## src/rtl/miner_job_ctrl.sv

```systemverilog
// miner_job_ctrl: Wishbone-controlled job dispatcher for a bank of nonce-search cores.
//
// Ports:
//   wb_clk, wb_rst                 clock, asynchronous active-high reset
//   wb_cycle/strobe/we/sel/addr/wdata  Wishbone classic slave request
//   wb_ack, wb_err, wb_rdata       registered termination one cycle after the request
//   core_start, core_abort         one-cycle pulses to every core
//   core_nonce, core_nonce_end     per-core first nonce, shared last nonce (latched at START)
//   core_stride                    constant NUM_CORES
//   core_done                      level, core finished its slice
//   found_valid/found_nonce/found_ready  result offer/accept handshake per core
//   irq                            registered interrupt
module miner_job_ctrl #(
    parameter int unsigned NUM_CORES  = 4,
    parameter int unsigned FIFO_DEPTH = 8
) (
    input  logic                    wb_clk,
    input  logic                    wb_rst,
    input  logic                    wb_cycle,
    input  logic                    wb_strobe,
    input  logic                    wb_we,
    input  logic [3:0]              wb_sel,
    input  logic [7:0]              wb_addr,
    input  logic [31:0]             wb_wdata,
    output logic                    wb_ack,
    output logic                    wb_err,
    output logic [31:0]             wb_rdata,
    output logic [NUM_CORES-1:0]    core_start,
    output logic [NUM_CORES-1:0]    core_abort,
    output logic [32*NUM_CORES-1:0] core_nonce,
    output logic [31:0]             core_nonce_end,
    output logic [7:0]              core_stride,
    input  logic [NUM_CORES-1:0]    core_done,
    input  logic [NUM_CORES-1:0]    found_valid,
    input  logic [32*NUM_CORES-1:0] found_nonce,
    output logic [NUM_CORES-1:0]    found_ready,
    output logic                    irq
);

    localparam int unsigned PW = $clog2(FIFO_DEPTH);
    localparam int unsigned CW = PW + 1;

    localparam logic [7:0] AddrCtrl    = 8'h00;
    localparam logic [7:0] AddrStatus  = 8'h04;
    localparam logic [7:0] AddrNStart  = 8'h08;
    localparam logic [7:0] AddrNEnd    = 8'h0C;
    localparam logic [7:0] AddrResult  = 8'h10;
    localparam logic [7:0] AddrIrqEn   = 8'h14;
    localparam logic [7:0] AddrIrqStat = 8'h18;

    typedef enum logic [0:0] {StIdle, StRun} state_e;

    state_e                    r_state;
    state_e                    w_state_d;
    logic                      r_ack;
    logic                      r_err;
    logic [31:0]               r_rdata;
    logic [31:0]               r_nonce_start;
    logic [31:0]               r_nonce_end;
    logic [1:0]                r_irq_en;
    logic                      r_done;
    logic                      r_irq;
    logic [1:0]                r_settle;
    logic [NUM_CORES-1:0]      r_core_start;
    logic [NUM_CORES-1:0]      r_core_abort;
    logic [32*NUM_CORES-1:0]   r_core_nonce;
    logic [31:0]               r_core_nonce_end;
    logic [31:0]               r_fifo_mem [FIFO_DEPTH];
    logic [PW-1:0]             r_wr_ptr;
    logic [PW-1:0]             r_rd_ptr;
    logic [CW-1:0]             r_count;

    logic                      w_req;
    logic                      w_bad_addr;
    logic                      w_wr;
    logic                      w_rd;
    logic                      w_ctrl_wr;
    logic                      w_cmd_start;
    logic                      w_cmd_abort;
    logic                      w_job_start;
    logic                      w_job_empty;
    logic                      w_job_abort;
    logic                      w_job_done;
    logic                      w_done_clr;
    logic                      w_fifo_full;
    logic                      w_fifo_empty;
    logic                      w_push;
    logic                      w_pop;
    logic                      w_any;
    logic [NUM_CORES-1:0]      w_grant;
    logic [31:0]               w_win_nonce;
    logic [31:0]               w_rdata_mux;
    logic [7:0]                w_count8;

    // Bus decode
    assign w_req      = wb_cycle & wb_strobe & ~wb_ack & ~wb_err;
    assign w_bad_addr = (wb_addr[1:0] != 2'b00) || (wb_addr > AddrIrqStat);
    assign w_wr       = w_req & wb_we & ~w_bad_addr;
    assign w_rd       = w_req & ~wb_we & ~w_bad_addr;
    assign w_ctrl_wr  = w_wr & (wb_addr == AddrCtrl) & wb_sel[0];
    assign w_cmd_abort = w_ctrl_wr & wb_wdata[1];
    // ABORT in the same write suppresses START.
    assign w_cmd_start = w_ctrl_wr & wb_wdata[0] & ~wb_wdata[1];
    assign w_done_clr  = w_wr & (wb_addr == AddrIrqStat) & wb_sel[0] & wb_wdata[1];

    assign w_job_start = w_cmd_start & (r_state == StIdle) & (r_nonce_end >= r_nonce_start);
    assign w_job_empty = w_cmd_start & (r_state == StIdle) & (r_nonce_end < r_nonce_start);
    assign w_job_abort = w_cmd_abort & (r_state == StRun);
    // core_done is ignored until r_settle drains, so stale done levels from the
    // previous job cannot end the new one.
    assign w_job_done  = (r_state == StRun) & (r_settle == 2'd0) & (&core_done) & ~w_job_abort;

    // FSM
    always_comb begin
        w_state_d = r_state;
        unique case (r_state)
            StIdle:  if (w_job_start) w_state_d = StRun;
            StRun:   if (w_job_abort || w_job_done) w_state_d = StIdle;
            default: w_state_d = StIdle;
        endcase
    end

    always_ff @(posedge wb_clk or posedge wb_rst) begin
        if (wb_rst) r_state <= StIdle;
        else        r_state <= w_state_d;
    end

    // Fixed-priority arbiter: lowest index wins
    always_comb begin
        w_grant     = '0;
        w_win_nonce = '0;
        w_any       = 1'b0;
        for (int i = 0; i < NUM_CORES; i++) begin
            if (found_valid[i] && !w_any) begin
                w_any       = 1'b1;
                w_grant[i]  = 1'b1;
                w_win_nonce = found_nonce[32*i +: 32];
            end
        end
    end

    assign w_fifo_full  = (r_count == CW'(FIFO_DEPTH));
    assign w_fifo_empty = (r_count == '0);
    assign w_push       = w_any & ~w_fifo_full;
    assign w_pop        = w_rd & (wb_addr == AddrResult) & ~w_fifo_empty;
    assign w_count8     = 8'(r_count);

    // Read mux
    always_comb begin
        w_rdata_mux = '0;
        unique case (wb_addr)
            AddrStatus:  w_rdata_mux = {8'h00, 8'(NUM_CORES), w_count8, 7'h00, r_state == StRun};
            AddrNStart:  w_rdata_mux = r_nonce_start;
            AddrNEnd:    w_rdata_mux = r_nonce_end;
            AddrResult:  w_rdata_mux = w_fifo_empty ? 32'hFFFF_FFFF : r_fifo_mem[r_rd_ptr];
            AddrIrqEn:   w_rdata_mux = {30'h0, r_irq_en};
            AddrIrqStat: w_rdata_mux = {30'h0, r_done, ~w_fifo_empty};
            default:     w_rdata_mux = '0;
        endcase
    end

    // Registers, job latches, FIFO
    always_ff @(posedge wb_clk or posedge wb_rst) begin
        if (wb_rst) begin
            r_ack            <= 1'b0;
            r_err            <= 1'b0;
            r_rdata          <= '0;
            r_nonce_start    <= '0;
            r_nonce_end      <= '0;
            r_irq_en         <= '0;
            r_done           <= 1'b0;
            r_irq            <= 1'b0;
            r_settle         <= '0;
            r_core_start     <= '0;
            r_core_abort     <= '0;
            r_core_nonce     <= '0;
            r_core_nonce_end <= '0;
            r_wr_ptr         <= '0;
            r_rd_ptr         <= '0;
            r_count          <= '0;
            for (int k = 0; k < FIFO_DEPTH; k++) r_fifo_mem[k] <= '0;
        end else begin
            r_ack   <= w_req & ~w_bad_addr;
            r_err   <= w_req & w_bad_addr;
            r_rdata <= w_rd ? w_rdata_mux : 32'h0;

            if (w_wr) begin
                for (int b = 0; b < 4; b++) begin
                    if (wb_sel[b]) begin
                        if (wb_addr == AddrNStart) r_nonce_start[8*b +: 8] <= wb_wdata[8*b +: 8];
                        if (wb_addr == AddrNEnd)   r_nonce_end[8*b +: 8]   <= wb_wdata[8*b +: 8];
                    end
                end
                if (wb_addr == AddrIrqEn && wb_sel[0]) r_irq_en <= wb_wdata[1:0];
            end

            // Set beats clear when both happen in one cycle.
            if (w_job_done || w_job_empty) r_done <= 1'b1;
            else if (w_done_clr)           r_done <= 1'b0;

            r_irq <= |(r_irq_en & {r_done, ~w_fifo_empty});

            // Start pulse goes out the cycle after ack; r_settle then keeps
            // counting down to open the done-evaluation window.
            if (w_job_start) begin
                r_settle         <= 2'd3;
                r_core_nonce_end <= r_nonce_end;
                for (int i = 0; i < NUM_CORES; i++) begin
                    r_core_nonce[32*i +: 32] <= r_nonce_start + 32'(i);
                end
            end else if (r_settle != 2'd0) begin
                r_settle <= r_settle - 2'd1;
            end
            r_core_start <= (r_settle == 2'd3) ? '1 : '0;
            r_core_abort <= w_job_abort ? '1 : '0;

            if (w_push) begin
                r_fifo_mem[r_wr_ptr] <= w_win_nonce;
                r_wr_ptr             <= r_wr_ptr + PW'(1);
            end
            if (w_pop) r_rd_ptr <= r_rd_ptr + PW'(1);
            if (w_push && !w_pop)      r_count <= r_count + CW'(1);
            else if (w_pop && !w_push) r_count <= r_count - CW'(1);
        end
    end

    assign wb_ack         = r_ack;
    assign wb_err         = r_err;
    assign wb_rdata       = r_rdata;
    assign core_start     = r_core_start;
    assign core_abort     = r_core_abort;
    assign core_nonce     = r_core_nonce;
    assign core_nonce_end = r_core_nonce_end;
    assign core_stride    = 8'(NUM_CORES);
    assign found_ready    = (w_push && !wb_rst) ? w_grant : '0;
    assign irq            = r_irq;

endmodule

```

## config.mk

```make
export PLATFORM = sky130hd
export DESIGN_NAME = miner_job_ctrl
export DESIGN_NICKNAME = d
export VERILOG_FILES = /design/src/rtl/miner_job_ctrl.sv
export SDC_FILE = /design/constraint.sdc
export NUM_CORES = 1
export LEC_CHECK = 0
export ABC_AREA = 0
export BUFFER_PORTS_ARGS = -buffer_cell sky130_fd_sc_hd__buf_2
export CAP_MARGIN = 15
export CORE_MARGIN = 8
export CORE_UTILIZATION = 55
export DETAILED_ROUTE_END_ITERATION = 10
export PLACE_DENSITY = 0.78
export SYNTH_ARGS = -nofsm -noshare
export SYNTH_HDL_FRONTEND = slang
export SYNTH_SLANG_ARGS = --single-unit
```

## constraint.sdc

```tcl
create_clock -name wb_clk -period 24.3 [get_ports wb_clk]
set_input_delay 1.215 -clock wb_clk [delete_from_list [all_inputs] [get_ports wb_clk]]
set_output_delay 1.215 -clock wb_clk [all_outputs]
set_load 0.005 [all_outputs]
```

==> results of run 1 <==
final timing paths:
path / cells after the start / end
max: 10 / core_nonce[119]
min reg2reg: 2 / r_fifo_mem[37]
max in group asynchronous: 7 / core_nonce[19]
max reg2reg: 10 / core_nonce[119]
min in group asynchronous: 2 / r_wr_ptr[1]
min: 2 / r_fifo_mem[37]
critical path, stage by stage, from the launching register on:
cell and delay [ps]:
dfrtp_1 430, clkinv_1 290, ha_1 430, nand4_1 190, or4_1 590, a21oi_1 190, nor4_1 110, o2bb2ai_4 500
buf_4 830, buf_4 900, mux2_2 430
per-layer routing:
| layer | up-vias | track usage | routed length, µm |
|---|---|---|---|
| li1 | 8470 | - | - |
| met4 | 2 | 0.0752 | 1920 |
| met1 | 9540 | 0.350 | 29200 |
| met5 | - | 0 | 13 |
| met3 | 145 | 0.0511 | 4660 |
| met2 | 761 | 0.431 | 34000 |
registers in the layout, indices dropped and copies added, names as in the netlist:
signal	cells
core_abort	1
core_nonce	126
core_nonce_end	32
core_start	1
irq	1
r_count	4
r_done	1
r_fifo_mem	256
r_irq_en	2
r_nonce_end	32
r_nonce_start	32
r_rd_ptr	3
r_settle	2
r_state	1
r_wr_ptr	3
wb_ack	1
wb_err	1
wb_rdata	32
Yosys cell counts, types with 20 or more instances:
master	instances
a21oi_1	211
a221oi_1	57
a22oi_1	36
buf_4	20
clkbuf_1	121
dfrtp_1	531
ha_1	43
inv_1	29
mux2_1	85
mux2_2	106
mux2i_1	34
mux4_2	64
nand2_1	198
nand3_1	25
nor2_1	277
o21ai_0	138
xnor2_1	94
stage by stage:
stage / std cells / power [mW]
finish: 3181 / 2.61
global route: 3180 / 2.75
CTS: 3176 / 2.61
detailed placement: 3090 / 1.86
global placement: 3089 / 1.80
floorplan: 2244 / 1.67
power by group through the flow:
| stage | Clock [mW] | Combinational (mW) | Sequential [mW] |
|---|---|---|---|
| after CTS | 0.763 | 0.630 | 1.22 |
| after floorplan | 0 | 0.476 | 1.19 |
| final | 0.753 | 0.633 | 1.22 |
| after detailed placement | 0 | 0.624 | 1.23 |
| after global routing | 0.797 | 0.710 | 1.25 |
| after global placement | 0 | 0.587 | 1.21 |
cells by family after synthesis:
group	synth area share
AOI/OAI and AO/OA	0.109
xor gates and xnor gates	0.0345
adders and majority gates	0.0224
buffers and inverters	0.0389
DFF	0.534
muxes	0.158
other	0.000302
and+or+nand+nor	0.102
layout make-up:
cell class	count	share of cell area
Sequential cell	531	0.463
Timing Repair Buffer	423	0.0783
Clock buffer	74	0.0510
Inverter	41	0.00562
Tap cell	600	0.0261
Clock inverter	12	0.00314
Multi-Input combinational cell	1498	0.373
Antenna cell	2	0.000174
==> reports/qor.yml, run 1 <==
final_layout:
  final_util: 0.638
  final_common_cell: "dfrtp_1"
  layout-drive-gt1-share: 0.266
  finalNetCount: 2775
  layout_common_cells: "dfrtp_1, buf_2, nor2_1"
  multi_input_area_mm2: 0.0107
  fin_area_mm2: 0.0287
  seqCellArea_mm2: 0.0133
  num-fill-cells: 3463
  area_growth_pct: 15.5
synthesis:
  synth_flop_cell: "dfrtp_1"
  netlist_top_cells_area: "dfrtp_1, mux4_2, mux2_2"
  syn_area_mm2: 0.0249
  ys_types: 59
  synth.avg_cell_area_um2: 11.1
  ys_seq_area_frac: 0.534
  async_flop_share: 1.00
  synthCells: 2238
  yosys_warnings: 0
  synth-seq-cells: 531
  synth_top_area_frac: 0.534
  synth_edf_count: 0
  yosys.area.top_type: "dfrtp_1"
setup_path:
  critPathArrivalTime_ps: 5560
  r2r-start: "r_nonce_start[15]"
  cp-start-kind: "register"
  cp_max_fo: 74
  crit_path_start: "r_nonce_start[15]"
  setup.worst_path.class: "reg2reg"
  crit_path_end_kind: "register"
  rrSetupSlack_ps: 19190
  required_ps: 24750
placement:
  routabilityCongestion: 0.914
  dp_slack_ps: 18690
  place_area_mm2: 0.0271
  port_buffers: 391
  dp.final_hpwl_um: 49200
power:
  switching_share: 0.315
  intPower_mw: 1.79
  leakagePower_nw: 14.0
  irDropWorstVdd_v: 0.0000820
  p_comb_frac: 0.243
  power_switching_uw: 820
  p_clk_frac: 0.289
  seq_power_share: 0.468
  pwr_density_cell_mw_per_mm2: 90.7
clocking:
  htreeDepth: 2
  clockRootBuffer: "clkbuf_16"
  clock_path_buffers: 3
  cts_resized: 0
  cts_hold_buf: 0
  cts_sinks: 531
  clk_latency_ps: 580
  numCtsBuffers: 51
  path_clk_slew_ps: 60
  tritoncts: "built"
  post_cts_buffers: 0
sta:
  whs_ps: 477
  final_max_slew_viol_count: 0
  fin_crit_ps: 5110
  setup_violations: 0
  worstMarginPinSlew_ps: 1310
  rsz0062_at_grt: "no"
  hold_viol: 0
  setup_tns_ps: 0
  fmax_mhz: 196
  worst_slack_ps: 19190
  finalCritPeriodShare: 0.210
  skew_ps: 9.04
  slew-limit-headroom: 0.129
run_status:
  status: "complete, no violations"
route:
  drt_iter0_drc: 1684
  antenna_left: 0
  avgRoutedWirePerCell_um: 21.9
  vias: 18900
  viasPerCell: 5.95
  wl_um: 69800
  drc: 0
  firstDrtPassIters: 5
grt:
  grt_pass1_vias: 19400
  grt_pass1_wl_um: 110000
  grt_usage: 0.261
  antenna_found_initial: 2
  grt_max_degree: 147
  grt_overflow: 0
floorplan:
  start_util: 0.553
  io_pins: 400
  die_height_um: 229
  core_mm2: 0.0450
  die_x_um: 229
  rows: 78
  die_area_mm2: 0.0523
min_path:
  worstHoldStart: "r_fifo_mem[37]"
  hold_path_class: "reg2reg"
flow_run:
  maxCapViolations: 0
(Power assumes the default switching activity.)
==> run 2: changes to the inputs <==
==> constraint.sdc (replaced) <==
create_clock -name wb_clk -period 4.9 [get_ports wb_clk]
set_input_delay 0.245 -clock wb_clk [delete_from_list [all_inputs] [get_ports wb_clk]]
set_output_delay 0.245 -clock wb_clk [all_outputs]
set_load 0.005 [all_outputs]
==> run 2 against run 1 <==
Compared with the run above:
- cell count is 1.4% higher
- fmax is 40% higher
- via count rose by 1.1%
- sequential power rose to 5.0 times the previous value
- sequential share of layout area fell by 0.97 points
- clock power grew to 5.6 times the previous value
==> reports/qor.yml, run 2 (synthesis results as in run 1) <==
run_status:
  status: "complete, no violations"
setup_path:
  setup.worst_path.class: "reg2reg"
  cp-start-kind: "register"
  r2r-start: "r_nonce_start[11]"
  crit_end: "core_nonce[113]"
  r2r_cells: 9  # -1
  critPathBufInv: 2  # -1
  required_ps: 5360  # -19,390 ps
  cp_slowest_cell: "or4_1"
  cp_max_fo: 135  # +82%
  crit_path_end_kind: "register"
  critPathArrivalTime_ps: 4110  # -1450 ps
  worstReg2RegEnd: "core_nonce[113]"
  crit_family: "buffers and inverters"
  crit_path_start: "r_nonce_start[11]"
  path_cells: "clkinv_1 > ha_1 > nand4_1 > or4_1 > a21oi_1 > nor4_1 > o2bb2ai_4 > buf_12 > mux2_2"
  rrSetupSlack_ps: 1250  # -17,950 ps
  path_depth: 9  # -1
  max_stage_delay_ps: 560  # -340 ps
clocking:
  tritoncts: "built"
  cts_resized: 0  # unchanged
  clk_latency_ps: 580  # about the same
  post_cts_buffers: 0  # unchanged
  numCtsBuffers: 52  # +2.0%
  path_clk_slew_ps: 60  # about the same
  htreeDepth: 2  # unchanged
  cts_sinks: 531  # unchanged
  cts_hold_buf: 34  # +34
  clockRootBuffer: "clkbuf_16"
  clock_path_buffers: 3  # unchanged
power:
  irDropWorstVdd_v: 0.000348  # +320%
  pwr_density_cell_mw_per_mm2: 457  # +400%
  p_total_mw: 13.4  # +410%
  leakagePower_nw: 14.3  # +2.1%
route:
  antenna_left: 0  # unchanged
  firstDrtPassIters: 8  # +3
  drc: 0  # unchanged
  avgRoutedWirePerCell_um: 22.2  # +1.3%
  vias: 19100  # +1.1%
  drt_iter0_drc: 1892  # +12%
  wl_um: 71600  # +2.7%
  viasPerCell: 5.93  # -0.21%
sta:
  rsz0062_at_grt: "no"
  finalCritPeriodShare: 0.746  # +0.536
  slew-limit-headroom: 0.0895  # -0.0396
  setup_tns_ps: 0  # unchanged
  final_max_slew_viol_count: 0  # unchanged
  fmax_mhz: 274  # +40%
  hold_viol: 0  # unchanged
  worstMarginPinSlew_ps: 1370  # +59.4 ps
  skew_ps: 12.4  # +3.35 ps
  setup_violations: 0  # unchanged
  fin_crit_ps: 3650  # -1450 ps
placement:
  dp.final_hpwl_um: 50300  # +2.2%
  routabilityCongestion: 0.974  # +6.6%
  port_buffers: 391  # unchanged
floorplan:
  start_util: 0.553  # unchanged
  rows: 78  # unchanged
  io_pins: 400  # unchanged
  die_height_um: 229  # unchanged
  core_mm2: 0.0450  # unchanged
  die_x_um: 229  # unchanged
  die_area_mm2: 0.0523  # unchanged
final_layout:
  largest_reg_flops: 256  # unchanged
  final_common_cell: "dfrtp_1"
  area_growth_pct: 18.0
  layout-drive-gt1-share: 0.270  # +0.00354
  largest-register: "r_fifo_mem"
  num-fill-cells: 3383  # -2.3%
  finalNetCount: 2813  # +1.4%
  layout_common_cells: "dfrtp_1, buf_2, nor2_1"
grt:
  grt_overflow: 0  # unchanged
  antenna_found_initial: 1  # -1
  grt_max_degree: 143  # -2.7%
  grt_pass1_vias: 19900  # +2.7%
  grt_usage: 0.269  # +0.00791
  grt_pass1_wl_um: 113000  # +2.8%
min_path:
  worstHoldStart: "wb_wdata[1]"
  hold_path_class: "in2reg"
flow_run:
  maxCapViolations: 0  # unchanged
## run 2: cell count changes in the layout (fill, tap and decap cells not counted), moves of 2 or more
cell           delta
clkbuf_8          +5
buf_12            +5
clkinv_2          +6
dlygate4sd3_1    +34
clkbuf_1         -11
bufinv_16         +6
buf_16            -2
## run 2: how the worst min path moves through the flow
stage / end / slack, ps / depth (start not counted)
3_3_place_gp: r_wr_ptr[0] / 420 / 2
6_report: r_nonce_start[1] / 20 / 3
3_5_place_dp: r_wr_ptr[0] / 420 / 2
5_1_grt: core_abort[2] / 10 / 3
2_1_floorplan: r_nonce_end[0] / 360 / 2
4_1_cts: r_nonce_start[1] / 3 / 3
## run 2: tightest hold or removal path, delay by kind of cell
| family | cells | cell delay (ps) |
|---|---|---|
| buffers and inverters | 1 | 150 |
| AND/OR/NAND/NOR | 1 | 70 |
| AO/OA/AOI/OAI | 1 | 70 |
## run 2: metrics by stage
stage | hold WS (ps) | std cells | util | worst slack (ps) | instance area [µm²]
floorplan | 362 | 2244 | - | -4540 | 24900
global placement | 418 | 3094 | 0.604 | 1110 | 27200
finish | 21.2 | 3224 | 0.652 | 1250 | 29300
CTS | 3.33 | 3221 | 0.651 | 1380 | 29300
global route | 14.4 | 3223 | 0.652 | 1160 | 29300
detailed placement | 423 | 3094 | 0.604 | 955 | 27200
## run 2: final cells by class
class,count,area [µm²],share of cell area
antenna,1,2.50,0.0000853
clock buffer,68,1490,0.0509
clock inverter,25,309,0.0105
inverter,41,158,0.00537
multi-input combinational,1498,10700,0.365
sequential,531,13300,0.453
tap,600,751,0.0256
timing repair buffer,460,2640,0.0898
## run 2: routing by layer
layer | GRT usage | up-vias | routed length, µm
met2 | 0.441 | 829 | 34700
met5 | 0 | - | 12
met4 | 0.0973 | 2 | 2460
li1 | - | 8568 | -
met3 | 0.0542 | 172 | 4950
met1 | 0.354 | 9563 | 29500
## run 2: power breakdown
group          internal, mW  switching, mW  total [mW]  leakage, nW
Combinational          1.31           1.85        3.16         6.72
Clock                  2.50           1.69        4.20        0.899
Sequential             5.46          0.599        6.05         6.66
